--- src/rtl/s_cska_pipe.sv ---
// s_cska_pipe -- pipelined signed carry-skip adder/subtractor.
//
// The operands are split into NBLK = WIDTH/BLOCK skip blocks. Stage k
// resolves bits [k*BLOCK +: BLOCK] and registers them. The block's carry is
// registered alongside, and so are the still-unprocessed upper operand bits.
// A valid/ready handshake with per-stage advance gives one result per cycle.
//
// Ports
//   clk        in   rising-edge clock
//   rst_n      in   asynchronous active-low reset
//   in_valid   in   operand set presented
//   in_ready   out  operand set accepted this cycle
//   a, b       in   WIDTH-bit two's-complement operands
//   cin        in   carry-in (add) / borrow-in (subtract)
//   sub        in   0 = a + b + cin, 1 = a - b - cin
//   out_valid  out  out_sum holds a result
//   out_ready  in   consumer takes out_sum
//   out_sum    out  WIDTH+1-bit exact signed result
module s_cska_pipe #(
  parameter int WIDTH = 16,
  parameter int BLOCK = 4
) (
  input  logic             clk,
  input  logic             rst_n,
  input  logic             in_valid,
  output logic             in_ready,
  input  logic [WIDTH-1:0] a,
  input  logic [WIDTH-1:0] b,
  input  logic             cin,
  input  logic             sub,
  output logic             out_valid,
  input  logic             out_ready,
  output logic [WIDTH:0]   out_sum
);

  localparam int NBLK = WIDTH / BLOCK;

  logic [NBLK-1:0]  vld_q;
  logic [NBLK-1:0]  adv;
  logic [WIDTH-1:0] bp0;

  // Subtraction is a + ~b + 1; a borrow-in cancels that +1.
  assign bp0 = b ^ {WIDTH{sub}};

  // A stage moves when it is empty or its successor moves. The chain ends
  // at out_ready, so in_ready never depends on in_valid.
  always_comb begin
    adv = '0;
    adv[NBLK-1] = ~vld_q[NBLK-1] | out_ready;
    for (int k = NBLK - 2; k >= 0; k--) begin
      adv[k] = ~vld_q[k] | adv[k+1];
    end
  end

  assign in_ready = adv[0];

  always_ff @(posedge clk or negedge rst_n) begin
    if (!rst_n) begin
      vld_q <= '0;
    end else begin
      if (adv[0]) vld_q[0] <= in_valid;
      for (int k = 1; k < NBLK; k++) begin
        if (adv[k]) vld_q[k] <= vld_q[k-1];
      end
    end
  end

  for (genvar k = 0; k < NBLK; k++) begin : g_stg
    localparam int REM = WIDTH - k * BLOCK;  // operand bits entering stage k
    localparam int SW  = (k + 1) * BLOCK;    // sum bits known after stage k

    logic [REM-1:0]   a_in;
    logic [REM-1:0]   bp_in;
    logic             c_in;
    logic             x_in;
    logic [BLOCK-1:0] blk_s;
    logic             rc;
    logic             allp;
    logic             p;
    logic             c_d;
    logic [SW-1:0]    sum_d;
    logic [SW-1:0]    sum_q;
    logic             c_q;
    logic             x_q;

    if (k == 0) begin : g_src
      assign a_in  = a;
      assign bp_in = bp0;
      assign c_in  = cin ^ sub;
      // The sign of the widened result needs only this XOR and the final carry.
      assign x_in  = a[WIDTH-1] ^ bp0[WIDTH-1];
      assign sum_d = blk_s;
    end else begin : g_src
      assign a_in  = g_stg[k-1].g_rem.a_q;
      assign bp_in = g_stg[k-1].g_rem.bp_q;
      assign c_in  = g_stg[k-1].c_q;
      assign x_in  = g_stg[k-1].x_q;
      assign sum_d = {blk_s, g_stg[k-1].sum_q};
    end

    // Ripple through the block, then take the skip mux for the carry-out.
    // When every propagate bit is set, the ripple carry-out equals the
    // block carry-in anyway. The mux cuts that long path out of the timing.
    always_comb begin
      blk_s = '0;
      rc    = c_in;
      allp  = 1'b1;
      p     = 1'b0;
      c_d   = 1'b0;
      for (int j = 0; j < BLOCK; j++) begin
        p        = a_in[j] ^ bp_in[j];
        blk_s[j] = p ^ rc;
        rc       = (a_in[j] & bp_in[j]) | (p & rc);
        allp     = allp & p;
      end
      c_d = allp ? c_in : rc;
    end

    always_ff @(posedge clk or negedge rst_n) begin
      if (!rst_n) begin
        sum_q <= '0;
        c_q   <= 1'b0;
        x_q   <= 1'b0;
      end else if (adv[k]) begin
        sum_q <= sum_d;
        c_q   <= c_d;
        x_q   <= x_in;
      end
    end

    if (REM > BLOCK) begin : g_rem
      logic [REM-BLOCK-1:0] a_q;
      logic [REM-BLOCK-1:0] bp_q;

      always_ff @(posedge clk or negedge rst_n) begin
        if (!rst_n) begin
          a_q  <= '0;
          bp_q <= '0;
        end else if (adv[k]) begin
          a_q  <= a_in[REM-1:BLOCK];
          bp_q <= bp_in[REM-1:BLOCK];
        end
      end
    end
  end

  assign out_valid = vld_q[NBLK-1];
  assign out_sum   = {g_stg[NBLK-1].x_q ^ g_stg[NBLK-1].c_q, g_stg[NBLK-1].sum_q};

endmodule

--- config.mk ---
export PLATFORM = sky130hd
export DESIGN_NAME = s_cska_pipe
export DESIGN_NICKNAME = d
export VERILOG_FILES = /design/src/rtl/s_cska_pipe.sv
export SDC_FILE = /design/constraint.sdc
export NUM_CORES = 1
export LEC_CHECK = 0
export CAP_MARGIN = 20
export CORE_ASPECT_RATIO = 0.7
export CORE_UTILIZATION = 35
export DETAILED_ROUTE_END_ITERATION = 10
export PLACE_DENSITY = 0.65
export SLEW_MARGIN = 5
export SYNTH_ARGS = -nofsm -noshare
export SYNTH_HDL_FRONTEND = slang
export SYNTH_SLANG_ARGS = --single-unit
export TNS_END_PERCENT = 5
--- constraint.sdc ---
create_clock -name clk -period 4 [get_ports clk]
set_clock_uncertainty 0.1 [all_clocks]
set_input_delay 0.6 -clock clk [delete_from_list [all_inputs] [get_ports clk]]
set_output_delay 0.6 -clock clk [all_outputs]
set_load 0.005 [all_outputs]
; Word level (Yosys, flattened, before mapping)
; Index checks and enable logic that the tools add are counted.
[classes]
mux = 4
bitwise = 104
[ops]
columns = cell, n
row1 = $and 1x1->1, 44
row2 = $xor 1x1->1, 35
row3 = $or 1x1->1, 20
row4 = $xor 16x16->16, 1
row5 = $mux 1, 4
row6 = $not 1->1, 4
[totals]
reg_bits = 100
in_bits = 38
output_inout_bits = 19
elab_cells = 130

; Longest topological paths before layout
; Gate-level depths: netlist of the first run.
[logic_depth]
depth_word = 11
depth_mapped = 11
ltp_nobuf = 9

; Worst setup path after synthesis of the first run
; OpenSTA, ideal clock, no wires.
[synth_path]
path_type = input-to-reg
startpoint = input port sub
endpoint = register g_stg[0].sum_q[3]
path_slack_ns = 0.783
stages = 10
arrival_time_ns = 2.993
setup_time_ns = 0.125
required_ns = 3.775
n_path_buf = 2
cell_sequence = buf_2 buf_2 xor2_1 fa_1 inv_1 fa_1 fa_1 inv_1 fa_1 mux2_2
[synth_between]
elab_chain_cells = 9
word_cells_on_any_way = 16
cone_classes = bitwise (16)
[synth_lines]
columns = element, line_no
row1 = start: declaration, 30  ; input logic sub,
row2 = $xor 16x16->16, 43  ; assign bp0 = b ^ {WIDTH{sub}};
row3 = $xor 1x1->1, 111  ; p = a_in[j] ^ bp_in[j];
row4 = $and 1x1->1, 113  ; rc = (a_in[j] & bp_in[j]) | (p & rc);
row5 = $or 1x1->1, 113
row6 = $and 1x1->1, 113
row7 = $or 1x1->1, 113
row8 = $and 1x1->1, 113
row9 = $or 1x1->1, 113
row10 = $xor 1x1->1 *, 112  ; blk_s[j] = p ^ rc;
row11 = named net g_stg[0].blk_s[3], 76  ; logic [BLOCK-1:0] blk_s;
row12 = end signal: assignment, 125  ; sum_q <= sum_d;
row13 = end: declaration, 82  ; logic [SW-1:0] sum_q;
; The timed path passes the listed nets; every way through them passes the cells marked *.
; A chain may end at the register's enable or synchronous reset.

; Worst setup path in the final report of the first run
; Same ends and word-level chain as after synthesis.

==> impl_metrics.yaml, run 1 <==
run_status:
  status: "finished, violations left"
  violations: "DRC"
cts:
  ctsHoldBuffers: 0
  cts-root-buf: "clkbuf_16"
  clockBufferDepth: 2
  cts_buffers: 9
  htree_levels: 3
  cts_resized: 0
  cts_tree: "yes"
  cts_setup_buffers: 0
  cts_sinks: 100
  clk_latency_ns: 0.34
  path_clk_slew_ns: 0.06
synthesis:
  post-synth-top-area-cell: "dfrtp_1"
  synth_seq_area_share_pct: 54.64
  synthCells: 379
  synth.area.top_cells: "dfrtp_1 (55%), mux2_2 (9.8%), fa_1 (7.0%), nand2_1 (5.5%), ha_1 (4.4%)"
  avgSynthCellArea_um2: 12.08
  async_reset_ff_share_pct: 100.0
  synth_edf_count: 0
  yosysTopAreaCellShare_pct: 54.64
  synth_common_cells: "dfrtp_1 (100), nand2_1 (67), mux2_2 (40)"
  synth_top_flop_cell: "dfrtp_1"
  synth.cell_area_mm2: 0.004579
  synth.distinct_cells: 28
  synth.most_common_cell: "dfrtp_1"
  ys_ff_latch: 100
  syn-num-nets: 449
  yosys_warnings: 0
final_layout:
  finalNonFillerCells: 602
  drive_gt1_share_pct: 16.59
  nets: 505
  multi_input_area_mm2: 0.001872
  diodes: 0
  final_util_pct: 44.64
  regArea_mm2: 0.002502
  fill_cells: 1182
  area_growth_pct: 22.76
timing:
  fmax_mhz: 314.3
  maxSlewViolCount: 0
  finalHoldViolCount: 0
  rsz0062_at_grt: "no"
  max_slew_margin_pct: 56.51
  final.period_utilization_pct: 79.54
  finalSetupTns_ns: 0
  setup_viol: 0
  tightest_slew_ns: 0.6524
  fin_crit_ns: 3.182
global_route:
  grtUsageTotal_pct: 14.30
  grt_pass1_vias: 2924
  antenna_found_initial: 0
  grt-ovfl-total: 0
  grt_pass1_wl_um: 14930
  grt_max_degree: 53
die:
  start_util_pct: 36.37
  chipHeight_um: 97.70
  die-area_mm2: 0.01355
  die_w_um: 138.7
  row_count: 34
  io_pins: 57
  core_area_mm2: 0.01259
setup_path:
  start_kind: "input pin"
  crit_path_end_kind: "flip-flop"
  worst-setup-path-type: "in -> reg"
  path_max_fanout: 13
  critPathRequiredTime_ns: 4.13
  arrival_ns: 3.31
placed_design:
  place_congestion: 0.8449
  hpwl_um: 6336
  io_buffers: 56
  dp_cells: 586
routing:
  drtAntennaViolNets: 0
  initialDrtViolationCount: 190
  vias: 2733
  wl_per_cell_um: 14.27
  first_pass_iters: 10
  drt_wl_total_um: 8592
  drc_errors: 4
  via_per_inst: 4.540
power_and_ir_drop:
  finalPower_w: 0.003301
  p_per_area_mw_per_mm2: 587.3
  cellLeakagePower_nw: 2.570
  peakVddDrop_mv: 0.2174
hold_path:
  hold_path.class: "in -> async"
flow_run:
  maxCapViolations: 0
## final cells by class
class | instances | area share (%)
flip-flops and latches | 100 | 44.51
multi-input cells | 232 | 33.30
repair buffers | 64 | 10.99
clock buffers | 12 | 4.385
well taps | 162 | 3.606
inverters | 28 | 1.914
clock inverters | 4 | 1.291
## logic make-up after synthesis
family                     after synthesis  share of synthesized area, %
DFF                                    100                         54.64
xor gates and xnor gates                19                         3.634
and+or+nand+nor                        100                         9.481
buffers and inverters                   47                         4.481
adders and majority gates               32                         11.37
AOI/OAI and AO/OA                       30                         3.279
muxes                                   51                         13.11
## routing by layer
layer / share of wire (%) / track usage [%] / vias to the layer above
met5: 0 / 0 / -
met4: 1.3 / 4.615 / 0
met3: 4.1 / 3.992 / 8
met2: 42 / 21.12 / 61
met1: 52 / 20.33 / 1334
li1: - / - / 1330
## state kept, by name, summed over array words and instances, names as in the netlist
signal / flops
g_stg.sum_q: 40
g_stg.g_rem.bp_q: 24
g_stg.c_q: 4
g_stg.x_q: 4
g_stg.g_rem.a_q: 24
vld_q: 4
## worst max-delay path, stage by stage
cell	delay, ns
clkdlybuf4s50_1	0.60
buf_4	0.28
xor2_1	0.21
inv_1	0.08
fa_1	0.41
fa_1	0.38
inv_1	0.08
fa_1	0.40
mux2_2	0.27
## power breakdown
| group | total (W) | internal [W] | switching, W | leakage (nW) |
|---|---|---|---|---|
| sequential | 0.00150 | 0.00131 | 0.000188 | 1.18 |
| clock | 0.000919 | 0.000564 | 0.000355 | 0.153 |
| combinational | 0.000881 | 0.000512 | 0.000369 | 1.24 |
| total | 0.00330 | 0.00239 | 0.000912 | 2.57 |
## cell usage in the layout, fill, tap and decap left out, types with 2 or more instances in the layout
| cell | count |
|---|---|
| a21oi_1 | 5 |
| buf_4 | 9 |
| bufinv_16 | 2 |
| clkbuf_1 | 2 |
| clkbuf_16 | 9 |
| clkdlybuf4s50_1 | 55 |
| dfrtp_1 | 100 |
| fa_1 | 16 |
| ha_1 | 16 |
| inv_1 | 27 |
| mux2_2 | 40 |
| mux2_4 | 8 |
| mux2i_1 | 3 |
| nand2_1 | 67 |
| nand2b_1 | 3 |
| nand3_1 | 15 |
| nand4_1 | 4 |
| nor2_1 | 5 |
| o21ai_0 | 25 |
| xnor2_1 | 12 |
| xor2_1 | 7 |
## metrics by stage
step	hold WS, ns	cell area [µm²]	setup WS [ns]
floorplan	0.2044	4579	0.7826
global placement	0.3523	5303	0.5102
detailed placement	0.3550	5303	0.4583
CTS	0.2053	5622	0.8192
global route	0.2373	5622	0.6542
finish	0.1829	5622	0.8185
## path summary, 6_finish.rpt
| path | to | start | slack (ns) | cells after the start |
|---|---|---|---|---|
| min in group clk | g_stg[1].g_rem.bp_q[6] | g_stg[1].g_rem.bp_q[6] | 0.37 | 2 |
| setup reg to reg | g_stg[2].sum_q[11] | g_stg[1].c_q | 1.67 | 8 |
| hold / removal | g_stg[1].g_rem.bp_q[0] | rst_n | 0.18 | 1 |
| max in group asynchronous | g_stg[3].sum_q[0] | rst_n | 2.75 | 2 |
| setup / recovery | g_stg[0].sum_q[3] | sub | 0.82 | 9 |
| hold reg to reg | g_stg[1].g_rem.bp_q[6] | g_stg[1].g_rem.bp_q[6] | 0.37 | 2 |
Power figures use the tool's default switching activity.
==> inputs of run 2 (changes only) <==
==> constraint.sdc (replaced) <==
create_clock -name clk -period 3 [get_ports clk]
set_clock_uncertainty 0.1 [all_clocks]
set_input_delay 0.45 -clock clk [delete_from_list [all_inputs] [get_ports clk]]
set_output_delay 0.45 -clock clk [all_outputs]
set_load 0.005 [all_outputs]
==> run 2 against run 1 <==
Compared with the run above:
- final cell count grew 1.0%
- worst setup slack lost 0.57 ns
- the flow still finishes with violations (DRC)
- core utilization grew 0.53 points
- via count grew 1.2%
- hold slack gained 0.19 ns
- critical path depth is the same
- clock-buffer cell count shrank 2
- power grew 32%
- largest cell class unchanged
==> impl_metrics.yaml, run 2 (synthesized netlist as in run 1, its figures left out) <==
cts:
  cts_buffers: 9
  htree_levels: 3
  clk_latency_ns: 0.34
  cts_tree: "yes"
  path_clk_slew_ns: 0.07
  cts_sinks: 100
  clockBufferDepth: 2
  cts-root-buf: "clkbuf_16"
die:
  io_pins: 57
  die_w_um: 138.7
  row_count: 34
  core_area_mm2: 0.01259
  chipHeight_um: 97.70
  start_util_pct: 36.37
  die-area_mm2: 0.01355
timing:
  fin_crit_ns: 2.747
  finalSetupTns_ns: 0
  max_slew_margin_pct: 71.94
  setup_viol: 0
  tightest_slew_ns: 0.4210
  finalHoldViolCount: 0
  final.period_utilization_pct: 91.57
  rsz0062_at_grt: "no"
  maxSlewViolCount: 0
  fmax_mhz: 364.0
  holdWs_ns: 0.3692
global_route:
  grtUsageTotal_pct: 14.04
  grt_pass1_wl_um: 14710
  grt-ovfl-total: 0
  grt_pass1_vias: 2865
  antenna_found_initial: 0
  grt_max_degree: 82
setup_path:
  crit_path_end_kind: "flip-flop"
  start_kind: "input pin"
  reg2reg_to: "g_stg[3].sum_q[15]"
  crit_family: "adder cells"
  r2r_slack_ns: 0.64
  r2r_cells: 8
  worst-setup-path-type: "in -> reg"
  slowest_stage: "clkdlybuf4s50_1"
  critPathRequiredTime_ns: 3.13
  crit_chain: "clkdlybuf4s50_1 > xor2_2 > fa_1 > inv_1 > fa_1 > fa_1 > inv_1 > fa_1 > mux2_2"
  path_max_fanout: 2
  arrival_ns: 2.88
  slowest_delay_ns: 0.50
  crit_top_cell: "fa_1"
  cp_num_buf_inv: 3
  r2r_start: "g_stg[2].g_rem.a_q[0]"
  path_depth: 9
run_status:
  status: "finished, violations left"
  violations: "DRC"
final_layout:
  fill_cells: 1164
  regArea_mm2: 0.002502
  multi_input_area_mm2: 0.001887
  area_growth_pct: 24.21
  largest_register: "g_stg.sum_q"
  reg_top3: "g_stg.sum_q: 40 flops, g_stg.g_rem.a_q: 24 flops, g_stg.g_rem.bp_q: 24 flops"
  drive_gt1_share_pct: 18.39
  final_common_cell: "dfrtp_1"
  nets: 512
  largest_reg_flops: 40
  most-common-layout-cells: "dfrtp_1 (100), nand2_1 (67), clkdlybuf4s50_1 (54)"
  diodes: 0
routing:
  drt-met1-wl_um: 4444
  dr_wl_met3_um: 367
  wl_per_cell_um: 14.07
  vias: 2767
  top_layer_used: "met4"
  dr_wl_met2_um: 3616
  drtAntennaViolNets: 0
  via_per_inst: 4.551
  initialDrtViolationCount: 104
  drc_errors: 11
  first_pass_iters: 7
  drt_wl_total_um: 8552
hold_path:
  whs_path_depth: 2
  hold_path.class: "reg -> reg"
  min_to: "g_stg[1].sum_q[0]"
  hp-start: "g_stg[1].sum_q[0]"
flow_run:
  maxCapViolations: 0
power_and_ir_drop:
  cellLeakagePower_nw: 2.615
  p_per_area_mw_per_mm2: 764.5
  peakVddDrop_mv: 0.2862
placed_design:
  hpwl_um: 6256
  place_congestion: 0.8301
  io_buffers: 56
[run 2: cell types whose count changed in the layout (fill, tap and decap cells not counted)]
| cell | change |
|---|---|
| clkinv_4 | +2 |
| buf_4 | +5 |
| dlygate4sd3_1 | +1 |
| buf_12 | +1 |
| clkbuf_1 | -2 |
| clkinvlp_4 | -1 |
| clkdlybuf4s50_1 | -1 |
| xor2_2 | +2 |
| xor2_1 | -2 |
| dlymetal6s2s_1 | +1 |
| bufinv_16 | -1 |
| inv_6 | +1 |
[run 2: worst max-delay path by stage]
stage | slack, ns | start | endpoint
2_1_floorplan | 0.003 | sub | g_stg[0].sum_q[3]
3_3_place_gp | -0.20 | sub | g_stg[0].sum_q[3]
5_1_grt | 0.15 | b[0] | g_stg[0].sum_q[3]
3_5_place_dp | -0.26 | sub | g_stg[0].sum_q[3]
6_report | 0.25 | cin | g_stg[0].sum_q[3]
4_1_cts | 0.11 | sub | g_stg[0].sum_q[3]
[run 2: what timing repair did]
action / 4_1_cts / 5_1_grt
hold buffers: 1 / 0
setup buffers: 0 / 0
resized for setup: 0 / 3
hold endpoints to repair: 19 / 0
endpoints found under the setup margin: 0 / 1
[run 2: area by class of cell]
class,instances,share of cell area [%]
sequential,100,43.99
clock buffer,10,4.201
inverter,28,1.892
timing repair buffer,71,12.10
multi-input combinational,232,33.17
tap,162,3.564
clock inverter,5,1.078
[run 2: stage by stage]
stage,setup WS (ns),power (W),utilization (%),instances,instance area (µm²)
6_report,0.2528,0.004349,45.17,608,5688
4_1_cts,0.1073,0.004413,45.03,608,5670
5_1_grt,0.1515,0.004649,45.17,608,5688
3_3_place_gp,-0.2046,0.003166,42.57,592,5360
2_1_floorplan,0.002540,0.002608,-,379,4582
3_5_place_dp,-0.2568,0.003234,42.57,592,5360
[run 2: power by group]
group	leakage (nW)	internal [W]	switching, W
clock network	0.149	0.000668	0.000489
logic	1.29	0.000694	0.000502
registers	1.18	0.00175	0.000245
[run 2: per-layer routing]
layer	track usage [%]	vias up
met4	5.385	0
met5	0	-
li1	-	1344
met1	20.35	1360
met2	20.19	54
met3	3.549	9
[run 2: worst register-to-register path, cell delays in order, from the launching register on]
cell,delay (ns)
dfrtp_1,0.38
inv_1,0.10
fa_1,0.19
inv_1,0.06
fa_1,0.38
fa_1,0.37
inv_1,0.08
fa_1,0.42
o21ai_0,0.19
